--- src/rtl/sdram_defines.sv ---
// Shared SDRAM definitions: command encodings as seen on {RAS,CAS,WE} and the
// default CAS latency used by the controller and the read-return path.
package sdram_defines;

    typedef enum logic [2:0] {
        CMD_MODE      = 3'b000,
        CMD_REFRESH   = 3'b001,
        CMD_PRECHARGE = 3'b010,
        CMD_ACTIVE    = 3'b011,
        CMD_WRITE     = 3'b100,
        CMD_READ      = 3'b101,
        CMD_BST       = 3'b110,
        CMD_NOP       = 3'b111
    } sdram_cmd_e;

    localparam int CAS_LATENCY = 2;

    // One slot of the read-tag pipeline: a READ in flight and its burst word index.
    typedef struct packed {
        logic       valid;
        logic [1:0] col;
    } rd_tag_t;

    function automatic logic is_read(input logic ras, input logic cas, input logic we);
        return {ras, cas, we} == CMD_READ;
    endfunction

endpackage

--- src/rtl/sdram_rdfifo.sv ---
// Synchronous FIFO with wrap-bit pointers; pop is honoured before push so a
// full FIFO can accept a word in the same cycle it releases one.
module sdram_rdfifo #(
    parameter int DEPTH = 4,
    parameter int WIDTH = 34
) (
    input  logic             CLK,
    input  logic             RESET,
    input  logic             i_push,
    input  logic             i_pop,
    input  logic             i_flush,
    input  logic [WIDTH-1:0] i_wdata,
    output logic [WIDTH-1:0] o_rdata,
    output logic             o_full,
    output logic             o_empty,
    output logic             o_drop
);

    localparam int AW = $clog2(DEPTH);

    logic [AW:0]      r_wr_ptr;
    logic [AW:0]      r_rd_ptr;
    logic [WIDTH-1:0] r_mem [DEPTH];

    logic w_full;
    logic w_empty;
    logic w_pop;
    logic w_push;

    assign w_empty = (r_wr_ptr == r_rd_ptr);
    assign w_full  = (r_wr_ptr[AW] != r_rd_ptr[AW]) &&
                     (r_wr_ptr[AW-1:0] == r_rd_ptr[AW-1:0]);

    assign w_pop  = i_pop & ~w_empty & ~i_flush;
    assign w_push = i_push & (~w_full | w_pop) & ~i_flush;

    always_ff @(posedge CLK or negedge RESET) begin
        if (!RESET) begin
            r_wr_ptr <= '0;
            r_rd_ptr <= '0;
        end else if (i_flush) begin
            r_wr_ptr <= '0;
            r_rd_ptr <= '0;
        end else begin
            if (w_push) r_wr_ptr <= r_wr_ptr + 1'b1;
            if (w_pop)  r_rd_ptr <= r_rd_ptr + 1'b1;
        end
    end

    // NOTE: storage has no reset; an entry is only observable once written, and
    // the empty case is forced to zero on the read port below.
    always_ff @(posedge CLK) begin
        if (w_push) r_mem[r_wr_ptr[AW-1:0]] <= i_wdata;
    end

    assign o_rdata = w_empty ? '0 : r_mem[r_rd_ptr[AW-1:0]];
    assign o_full  = w_full;
    assign o_empty = w_empty;
    assign o_drop  = i_push & w_full & ~w_pop & ~i_flush;

endmodule

--- src/rtl/sdram_rdpipe.sv ---
// SDRAM read-data return stage: tags READ commands, captures DQ after CAS
// latency and buffers {word index, data} for the 030 bus side.
module sdram_rdpipe #(
    parameter int CAS_LATENCY = sdram_defines::CAS_LATENCY,
    parameter int DATA_WIDTH  = 32,
    parameter int DEPTH       = 4
) (
    input  logic                  CLK,
    input  logic                  RESET,
    input  logic                  RAS,
    input  logic                  CAS,
    input  logic                  RAMWE,
    input  logic [1:0]            ACOL,
    input  logic [DATA_WIDTH-1:0] DQ,
    input  logic                  FLUSH,
    input  logic                  DACK,
    output logic [DATA_WIDTH-1:0] DOUT,
    output logic [1:0]            DWORD,
    output logic                  DVALID,
    output logic                  FULL,
    output logic                  OVERRUN
);

    import sdram_defines::*;

    rd_tag_t               r_tag [CAS_LATENCY];
    rd_tag_t               r_cap;
    logic [DATA_WIDTH-1:0] r_dq;
    logic                  r_overrun;

    logic                    w_read;
    logic                    w_empty;
    logic                    w_drop;
    logic [DATA_WIDTH+1:0]   w_rdata;

    assign w_read = is_read(RAS, CAS, RAMWE);

    // Slot 0 holds the READ sampled this edge; the last slot feeds the capture register.
    always_ff @(posedge CLK or negedge RESET) begin
        if (!RESET) begin
            for (int i = 0; i < CAS_LATENCY; i++) r_tag[i] <= '0;
            r_cap <= '0;
            r_dq  <= '0;
        end else begin
            r_tag[0] <= '{valid: w_read & ~FLUSH, col: ACOL};
            for (int i = 1; i < CAS_LATENCY; i++)
                r_tag[i] <= '{valid: r_tag[i-1].valid & ~FLUSH, col: r_tag[i-1].col};
            r_cap <= '{valid: r_tag[CAS_LATENCY-1].valid & ~FLUSH,
                       col:   r_tag[CAS_LATENCY-1].col};
            if (r_tag[CAS_LATENCY-1].valid) r_dq <= DQ;
        end
    end

    always_ff @(posedge CLK or negedge RESET) begin
        if (!RESET)      r_overrun <= 1'b0;
        else if (w_drop) r_overrun <= 1'b1;
    end

    sdram_rdfifo #(
        .DEPTH (DEPTH),
        .WIDTH (DATA_WIDTH + 2)
    ) u_fifo (
        .CLK     (CLK),
        .RESET   (RESET),
        .i_push  (r_cap.valid),
        .i_pop   (DACK),
        .i_flush (FLUSH),
        .i_wdata ({r_cap.col, r_dq}),
        .o_rdata (w_rdata),
        .o_full  (FULL),
        .o_empty (w_empty),
        .o_drop  (w_drop)
    );

    assign DOUT    = w_rdata[DATA_WIDTH-1:0];
    assign DWORD   = w_rdata[DATA_WIDTH+1:DATA_WIDTH];
    assign DVALID  = ~w_empty;
    assign OVERRUN = r_overrun;

endmodule

--- config.mk ---
export PLATFORM = sky130hd
export DESIGN_NAME = sdram_rdpipe
export DESIGN_NICKNAME = d
export VERILOG_FILES = /design/src/rtl/sdram_defines.sv /design/src/rtl/sdram_rdfifo.sv /design/src/rtl/sdram_rdpipe.sv
export SDC_FILE = /design/constraint.sdc
export NUM_CORES = 1
export LEC_CHECK = 0
export ABC_AREA = 0
export CORE_AREA = 8 8 137 107
export CTS_BUF_LIST = sky130_fd_sc_hd__clkbuf_8
export DETAILED_ROUTE_END_ITERATION = 12
export DIE_AREA = 0 0 145 115
export MAX_ROUTING_LAYER = met4
export PLACE_DENSITY = 0.81
export SETUP_SLACK_MARGIN = 0.05
export SLEW_MARGIN = 20
export SYNTH_ARGS = -nofsm -noshare
export SYNTH_HDL_FRONTEND = slang
export SYNTH_SLANG_ARGS = --single-unit
--- constraint.sdc ---
create_clock -name CLK -period 3.1 [get_ports CLK]
set_input_delay 0.62 -clock CLK [delete_from_list [all_inputs] [get_ports CLK]]
set_output_delay 0.62 -clock CLK [all_outputs]
set_load 0.05 [all_outputs]
# After elaboration in Yosys (flattened, before gate mapping)
# Memories as Yosys holds them, arrays and structs flattened.
# Index checks and enable logic that the tools add are counted.
dict set report classes {
  add_sub_neg 2
  n_eq_ne 4
  n_mux 7
  n_bitwise 15
  reduce_logical 3
}
# cell n
set ops {}
lappend ops {{34-bit two-way mux} 1}
lappend ops {{3-bit two-way mux} 4}
lappend ops {{1-bit AND} 10}
lappend ops {{3-bit by 1-bit adder with 3-bit output, second input constant} 2}
lappend ops {{1-bit inverter} 4}
lappend ops {{2-bit nonzero test} 2}
lappend ops {{3-bit equality test} 1}
lappend ops {{3-bit equality test, second input constant} 1}
lappend ops {{2-bit equality test} 1}
lappend ops {{1-bit two-way mux} 2}
lappend ops {{1-bit logical AND} 1}
lappend ops {{1-bit != test} 1}
lappend ops {{1-bit bitwise OR} 1}
dict set report word_totals {
  register_bits 48
  ram_bits 136
  in_bits 41
  out_inout_bits 37
  word_cells 42
  n_memories 1
}
# memory depth width read_ports rd_clocked_by_memory_dff write_ports line
set mem_list {}
lappend mem_list {u_fifo.r_mem 4 34 1 0 1 sdram_rdfifo.sv:23} ;# logic [WIDTH-1:0] r_mem [DEPTH];

# Depth between registers and ports, before layout
# Gate-level depths: netlist of run 1.
dict set report depth {
  word_depth 9
  mapped_depth 5
  depth_no_buf 4
}

# Hierarchy
# Synthesis of run 1 repeated with hierarchy kept, for this count alone.
dict set report unflattened {
  cells_unflattened 353
  hier_area_um2 7272.0
}
# mod n_inst cells_per_inst area_each_um2 seq_area_each_um2
set by_module_without_submodules {}
lappend by_module_without_submodules {sdram_rdfifo 1 270 5647.9 4234.1}
lappend by_module_without_submodules {sdram_rdpipe 1 83 1624.1 1051.0}

# Least setup slack after synthesis of run 1
# OpenSTA, ideal clock, no wires.
dict set report synth_path {
  path_kind {flip-flop to output port}
  from {register u_fifo.r_rd_ptr[1]}
  to {output port DOUT[24]}
  t_arrival_ps 2000
  t_required_ps 2480
  setup_slack_ps 480
  stages_incl_launch_ff 6
  path_buffers 2
  cell_sequence {dfrtp_1 -> buf_2 -> xnor2_2 -> nand3_1 -> clkbuf_1 -> and2_1}
}
dict set report synth_between {
  elab_chain_cells 2
  elab_cells_between_ends 3
  classes_between {eq/ne (1); mux (1); memory (1)}
}
# element line
set synth_rtl {}
lappend synth_rtl {{start: declaration} sdram_rdfifo.sv:22} ;# logic [AW:0] r_rd_ptr;
lappend synth_rtl {{start signal: assignment} sdram_rdfifo.sv:46} ;# if (w_pop) r_rd_ptr <= r_rd_ptr + 1'b1;
lappend synth_rtl {{memory 4 x 34 bit / 3-bit equality test (equally long branches)} --}
lappend synth_rtl {{34-bit two-way mux *} sdram_rdfifo.sv:56} ;# assign o_rdata = w_empty ? '0 : r_mem[r_rd_ptr[AW-1:0]];
lappend synth_rtl {{end: declaration} sdram_rdpipe.sv:17} ;# output logic [DATA_WIDTH-1:0] DOUT,
# Every way passes the cells marked *; elsewhere a longest branch is shown, timed or not.

# Worst setup path after layout of run 1
dict set report layout_path {
  from {register u_fifo.r_rd_ptr[0]}
  to {output port DOUT[31]}
}
# The elaborated chain is that of the path after synthesis.

==> parameters.txt, run 1 <==
Parameter                              Value

Status
  Run status    complete, no violations

Routing
  Vias after detailed routing    3491
  Drt pass-1 iters    4
  Vias per cell    5.54
  DRC marker count from the first detailed-route iteration    roughly 260
  Routed WL per cell    ~21 um
  Number of nets still failing antenna checks after routing    0
  Total DRC errors in the routed layout    0
  Final Routed Wirelength    13200 um

Timing
  Max frequency    about 0.34 GHz
  Post-Route Skew    0.0123 ns
  Final setup fails    0
  Accumulated negative setup slack    0 ns
  Max-slew violation count    0
  Final Hold Violating Endpoints    0
  Setup repair after global routing missed its margin    no
  Worst-margin pin slew    roughly 0.91 ns
  Max transition margin    39.2%
  Post-layout minimum cycle time    2.91 ns
  Portion of the clock cycle consumed by the worst path in the final layout    93.9%

Hold path
  Class of the worst hold path    input pin to async pin

Power
  Static leakage    between 3 and 4 nW
  Register share of total power    62.0%
  Power per standard cell area    568 nW/um^2
  Switching power summed over all nets    1.14 mW
  Clock network fraction of design power    32.6%
  Comb pwr share    ~5.3%
  Peak supply drop    0.401 mV
  Internal Power    3.67 mW
  Overall power after layout    4.81 mW
  Net switching share of the total power    23.7%

Setup path
  Critical path type    flop to output pin
  Cell-by-cell trace of the critical path    xnor2_1 -> nand3_1 -> buf_4 -> and2_1 -> buf_4
  Reg-to-reg slack, setup    0.98 ns
  Critical path arrival    2.29 ns
  Data required time of the worst path    2.48 ns
  Number of cell instances on the worst register-to-register path    4
  Kind of start point of the critical path    flop
  Worst stage delay on the critical path    0.54 ns
  Slowest library cell on the worst path    sky130_fd_sc_hd__dfrtp_2
  CP top delay family    flip-flops
  Startpoint of the worst setup timing path    u_fifo.r_rd_ptr[0]
  Type of element capturing the critical path    output pin
  Terminus of the critical flop-to-flop path    u_fifo.r_mem[2][30]
  Total buffers and inverters traversed by the critical path    2
  Maximum fanout along the worst path    25
  Most common cell on crit path    sky130_fd_sc_hd__buf_4
  Startpoint of the most critical register-to-register path    u_fifo.r_rd_ptr[0]

Flow run
  Max cap viols    0

Clock network
  Root Driver    sky130_fd_sc_hd__clkbuf_8
  Clock sink count    184
  Worst-skew pair later-pin latency    0.45 ns
  Quantity of gates resized following cts    0
  Total clock buffers created by CTS    17
  H-tree levels    4
  Setup Fix Bufs, Post-CTS    0
  Number of hold-repair buffers added at the cts stage    0
  Clock tree from TritonCTS    done
  Clock transition at path regs    0.10 ns
  Maximum count of clock buffers along a single path    2

Layout
  Area used by multi-input combinational logic    1710 um^2
  Net count, final    492
  Share of cells above drive strength 1    35.1%
  Number of antenna diodes    0
  Footprint of the flip-flops and latches    ~5300 um^2
  Area growth syn-to-layout    19.6%
  Fillers    about 780

Global route
  Total routing resource utilization after global routing    between 10% and 20%
  Number of global-route vias before repair    3783
  Total overflow reported by the global router    0
  First-pass GRT wire length    21200 um
  Number of antenna violations at the first check in global routing    0
  Maximum number of pins on one net before global-route repair    34

Logic synthesis
  Number of instances in the synthesized netlist    351
  Mapped cell area    7080 um^2
  Synth Flop Type    sky130_fd_sc_hd__edfxtp_1
  Top cells by count, synth    sky130_fd_sc_hd__edfxtp_1 (136), sky130_fd_sc_hd__dfrtp_1 (48), sky130_fd_sc_hd__and2_1 (38), sky130_fd_sc_hd__mux2_2 (35), sky130_fd_sc_hd__mux4_2 (34)
  Area share of the leading cell type in the synthesized netlist    between 50% and 60%
  Ys Warns    0
  Share of the yosys chip area belonging to registers    74.7%
  Total of flip-flops plus latches after synthesis    around 180
  Synth top area cells    sky130_fd_sc_hd__edfxtp_1 (58%), sky130_fd_sc_hd__dfrtp_1 (17%), sky130_fd_sc_hd__mux4_2 (11%)
  Area leader, netlist    sky130_fd_sc_hd__edfxtp_1
  Syn Area/Cell    roughly 20 um^2
  Synthesized netlist net count    397
  Async S/R FF share, synth    26.1%
  Distinct cell type count after synthesis    27
  Most common cell in the netlist    sky130_fd_sc_hd__edfxtp_1
  Number of enable flip-flop cells after synthesis    136

Die
  Number of top-level pins    78
  Effective utilization at floorplan    56.3%
  Die extent in y    about 120 um
  Cell row count    36
  Width of the die    145 um
  Placeable core region    12600 um^2
  Die Outline Area    approximately 17000 um^2

Placed design
  Placed wire-length estimate after detailed placement    8630 um
  IO Port Bufs    77
  Final GP Congestion    0.804
[registers in the layout, indices dropped and copies added (netlist names)]
name	flops
OVERRUN	1
r_cap	3
r_dq	32
r_tag	6
u_fifo.r_mem	136
u_fifo.r_rd_ptr	3
u_fifo.r_wr_ptr	3
[cells in the final DEF (no fill, tap or decap), drive strengths merged]
master           n
mux2i            2
a31oi            2
o41a             1
nor4bb           1
clkinv           3
dfrtp           48
mux4            34
a41oi            2
nor2             5
buf             52
clkinvlp         1
edfxtp         136
nand2            6
a41o             1
nand3            1
nor2b            5
clkdlybuf4s50   40
inv             14
and2            38
bufinv           1
xor2             3
clkbuf          17
nor3             1
xnor2            3
nand2b           1
mux2            36
ha               5
[cell type report]
cell class / count / area share, %
clock buffers: 17 / 2.76
clock inverters: 15 / 1.85
inverters: 4 / 0.177
multi-input cells: 147 / 20.2
flip-flops and latches: 184 / 62.5
well taps: 171 / 2.53
repair buffers: 92 / 10.1
[stage by stage]
stage	utilization (%)	instance area (um^2)	hold WS [ns]	instances	worst slack [ns]
after global routing	67.4	8470	0.166	630	0.0518
after CTS	67.4	8470	0.163	630	0.116
final	67.4	8470	0.171	630	0.189
after global placement	64.3	8080	0.333	598	0.668
after floorplan	-	7080	0.324	351	0.480
after detailed placement	64.3	8080	0.340	598	0.635
[power by group through the flow]
stage / logic [mW] / clock network (mW) / registers [mW]
after global placement: 0.252 / 0 / 3.02
final: 0.256 / 1.57 / 2.98
after global routing: 0.278 / 1.71 / 3.01
after CTS: 0.261 / 1.61 / 2.98
after floorplan: 0.158 / 0 / 2.98
after detailed placement: 0.259 / 0 / 3.04
[per-layer routing]
| metal | global-route usage, % | share of wire [%] | vias up |
|---|---|---|---|
| met5 | - | 0 | - |
| met4 | 4.26 | 0.64 | 0 |
| met3 | 5.47 | 5.6 | 10 |
| met2 | 26.6 | 49 | 111 |
| met1 | 22.2 | 45 | 1826 |
| li1 | - | - | 1544 |
[cell families after synthesis]
family	count (synthesis)	synth area share [%]
adders and majority gates	5	0.884
muxes	72	16.8
and+or+nand+nor	58	4.76
buffers and inverters	20	1.26
DFF	184	74.7
xor gates and xnor gates	6	0.849
AOI/OAI and AO/OA	6	0.725
[worst max-delay path by stage]
stage                                endpoint  slack, ns  cells after the start
final                                DOUT[31]       0.19                      5
after global routing                  DOUT[2]       0.05                      4
after CTS                             DOUT[2]       0.12                      4
after detailed placement  u_fifo.r_mem[2][21]       0.63                      5
after global placement    u_fifo.r_mem[2][27]       0.67                      5
after floorplan                      DOUT[24]       0.48                      5
Power figures use the tool's default switching activity.
==> run 2: changes to the inputs <==
ABC_AREA = 1   (was 0)
CORE_AREA = 8 8 139 109   (was 8 8 137 107)
DIE_AREA = 0 0 147 117   (was 0 0 145 115)
PLACE_DENSITY = 0.8   (was 0.81)
==> parameters.txt, run 2 <==
Parameter                              Value

Logic synthesis
  Area share of the leading cell type in the synthesized netlist    55.9%
  Share of the yosys chip area belonging to registers    72.3%
  Syn Area/Cell    11.9 um^2
  Synth top area cells    sky130_fd_sc_hd__edfxtp_1 (56%), sky130_fd_sc_hd__dfrtp_1 (16%), sky130_fd_sc_hd__nand2_1 (6.2%)
  Ys Warns    0
  Distinct cell type count after synthesis    26
  Area leader, netlist    sky130_fd_sc_hd__edfxtp_1
  Number of enable flip-flop cells after synthesis    136
  Number of instances in the synthesized netlist    ~600
  Mapped cell area    7310 um^2
  Synthesized netlist net count    660
  Synth Flop Type    sky130_fd_sc_hd__edfxtp_1
  Total of flip-flops plus latches after synthesis    184
  Async S/R FF share, synth    a little over a quarter
  Most common cell in the netlist    sky130_fd_sc_hd__edfxtp_1
  Top cells by count, synth    sky130_fd_sc_hd__edfxtp_1 (136), sky130_fd_sc_hd__nand2_1 (120), sky130_fd_sc_hd__nor2_1 (74), sky130_fd_sc_hd__o21ai_0 (68), sky130_fd_sc_hd__dfrtp_1 (48)

Layout
  Commonest non-fill, non-tap cell in the layout    sky130_fd_sc_hd__edfxtp_1
  Area growth syn-to-layout    23.6%
  Final core utilization    slightly below 70%
  Top library cells by usage in the layout, fill and taps aside    sky130_fd_sc_hd__edfxtp_1 (136), sky130_fd_sc_hd__nand2_1 (120), sky130_fd_sc_hd__nor2_1 (70)
  Fillers    between 900 and 1000
  Area used by multi-input combinational logic    1680 um^2
  Flip-flop count of the largest register, all copies and words added    between 100 and 150
  Number of antenna diodes    0
  Footprint of the flip-flops and latches    5290 um^2
  Cell area after layout    9030 um^2
  Share of cells above drive strength 1    20.2%
  Net count, final    737

Global route
  Total overflow reported by the global router    0
  Maximum number of pins on one net before global-route repair    69
  Number of antenna violations at the first check in global routing    0
  Total routing resource utilization after global routing    19.5%
  Number of global-route vias before repair    4955
  First-pass GRT wire length    25100 um

Clock network
  Total clock buffers created by CTS    17
  Setup Fix Bufs, Post-CTS    0
  Worst-skew pair later-pin latency    about 0.45 ns
  Clock transition at path regs    roughly 0.1 ns
  Clock sink count    between 150 and 200
  Root Driver    sky130_fd_sc_hd__clkbuf_8
  Maximum count of clock buffers along a single path    2
  Number of hold-repair buffers added at the cts stage    0
  H-tree levels    4
  Clock tree from TritonCTS    done

Die
  Placeable core region    13100 um^2
  Effective utilization at floorplan    55.6%
  Width of the die    approximately 150 um
  Die extent in y    117 um
  Cell row count    37
  Die Outline Area    17200 um^2
  Number of top-level pins    78

Setup path
  Reg-to-reg slack, setup    0.87 ns
  Number of stages on the worst setup path    7
  Kind of start point of the critical path    flop
  Type of element capturing the critical path    output pin
  Cell-by-cell trace of the critical path    inv_2 -> buf_6 -> o21ai_0 -> o22ai_1 -> nand2_1 -> inv_1 -> buf_12
  Startpoint of the most critical register-to-register path    u_fifo.r_rd_ptr[0]
  Terminus of the critical flop-to-flop path    u_fifo.r_mem[2][6]
  CP top delay family    buffers and inverters
  Number of cell instances on the worst register-to-register path    8
  Critical path arrival    roughly 2.3 ns
  Total buffers and inverters traversed by the critical path    4
  Data required time of the worst path    2.48 ns
  Critical path type    flop to output pin
  Slowest library cell on the worst path    sky130_fd_sc_hd__dfrtp_2
  Worst stage delay on the critical path    0.53 ns
  Maximum fanout along the worst path    68

Placed design
  Cell area after placement    8620 um^2
  Final GP Congestion    around 0.82
  Placed wire-length estimate after detailed placement    9730 um
  Worst setup slack after placement    0.327 ns
  IO Port Bufs    between 70 and 80

Power
  Static leakage    around 3.6 nW
  Register share of total power    61.3%
  Power per standard cell area    537 nW/um^2
  Clock network fraction of design power    33.0%
  Internal Power    approximately 3.7 mW
  Net switching share of the total power    23.7%
  Comb pwr share    5.7%
  Switching power summed over all nets    1.15 mW
  Peak supply drop    0.309 mV

Routing
  Vias after detailed routing    4738
  Vias per cell    5.39
  Routed WL per cell    17.7 um
  DRC marker count from the first detailed-route iteration    408
  Total DRC errors in the routed layout    0
  Final Routed Wirelength    15600 um
  Drt pass-1 iters    5
  Number of nets still failing antenna checks after routing    0

Timing
  Worst hold-check slack    0.188 ns
  Max frequency    0.344 GHz
  Post-Route Skew    0.0152 ns
  Worst-margin pin slew    0.668 ns
  Accumulated negative setup slack    0 ns
  Final Hold Violating Endpoints    0
  Max-slew violation count    0
  Post-layout minimum cycle time    2.91 ns
  Final worst setup slack    between 0.15 and 0.2 ns
  Max transition margin    55.4%
  Setup repair after global routing missed its margin    yes
  Portion of the clock cycle consumed by the worst path in the final layout    93.8%
  Final setup fails    0

Hold path
  Class of the worst hold path    input pin to async pin

Status
  Run status    complete, no violations

Flow run
  Max cap viols    0
-- run 2: changes by cell type in the layout (fill, tap and decap cells not counted), sizes merged, moves of 7 or more --
cell   delta
nor2     +70
o21ai    +70
nand2   +139
o22ai    +34
mux4     -34
nand3     +7
inv      +41
and2     -38
mux2     -36
-- run 2: power by group through the flow --
stage	clock network (mW)	logic, mW	registers, mW
detailed placement	0	0.281	3.02
global placement	0	0.268	3.00
CTS	1.63	0.282	2.97
floorplan	0	0.151	2.97
global route	1.73	0.310	2.99
finish	1.60	0.278	2.97
-- run 2: worst max path at each step --
stage / from / end / slack (ns)
after floorplan: u_fifo.r_rd_ptr[0] / u_fifo.r_mem[0][0] / 0.17
after global routing: u_fifo.r_rd_ptr[0] / DWORD[1] / 0.04
after detailed placement: DACK / u_fifo.r_mem[2][11] / 0.33
after CTS: u_fifo.r_rd_ptr[0] / DWORD[1] / 0.08
after global placement: DACK / u_fifo.r_mem[2][10] / 0.40
final: u_fifo.r_rd_ptr[0] / DWORD[1] / 0.19
-- run 2: worst register-to-register path, delay by kind of cell (launching register included) --
kind | cells | cell delay [ns]
and+or+nand+nor | 5 | 0.80
AOI/OAI and AO/OA | 1 | 0.12
buffers and inverters | 2 | 0.44
DFF | 1 | 0.53
-- run 2: metal layers --
metal | up-vias | global-route usage [%] | part of all wire (%)
li1 | 2240 | - | -
met1 | 2252 | 22.9 | 41
met2 | 224 | 32.7 | 51
met3 | 22 | 4.96 | 7.0
met4 | 0 | 6.78 | 1.1
met5 | - | - | 0
-- run 2: metrics by stage --
stage,total power [mW],instances
detailed placement,3.30,847
floorplan,3.12,614
global placement,3.27,847
finish,4.85,879
global route,5.03,879
CTS,4.88,879
-- run 2: cell type report --
cell class | count | share of cell area [%]
Multi-Input combinational cell | 348 | 18.6
Sequential cell | 184 | 58.5
Inverter | 48 | 2.02
Clock buffer | 17 | 2.59
Clock inverter | 15 | 1.84
Timing Repair Buffer | 92 | 14.0
Tap cell | 175 | 2.42
-- run 2: cell families (layout without fill, tap and decap cells) --
kind of cell,count (synthesis),count (layout),share of synthesized area (%)
XOR/XNOR,3,3,0.360
buffers and inverters,82,172,5.14
AND/OR/NAND/NOR,234,234,13.4
AO/OA/AOI/OAI,106,106,7.98
flip-flops,184,184,72.3
adder cells (fa/ha/maj),5,5,0.856
-- run 2: repair_timing --
item,in CTS,in global routing
endpoints found under the setup margin,1,16
pin swaps,0,0
hold endpoints to repair,0,0
gates resized for setup,1,2
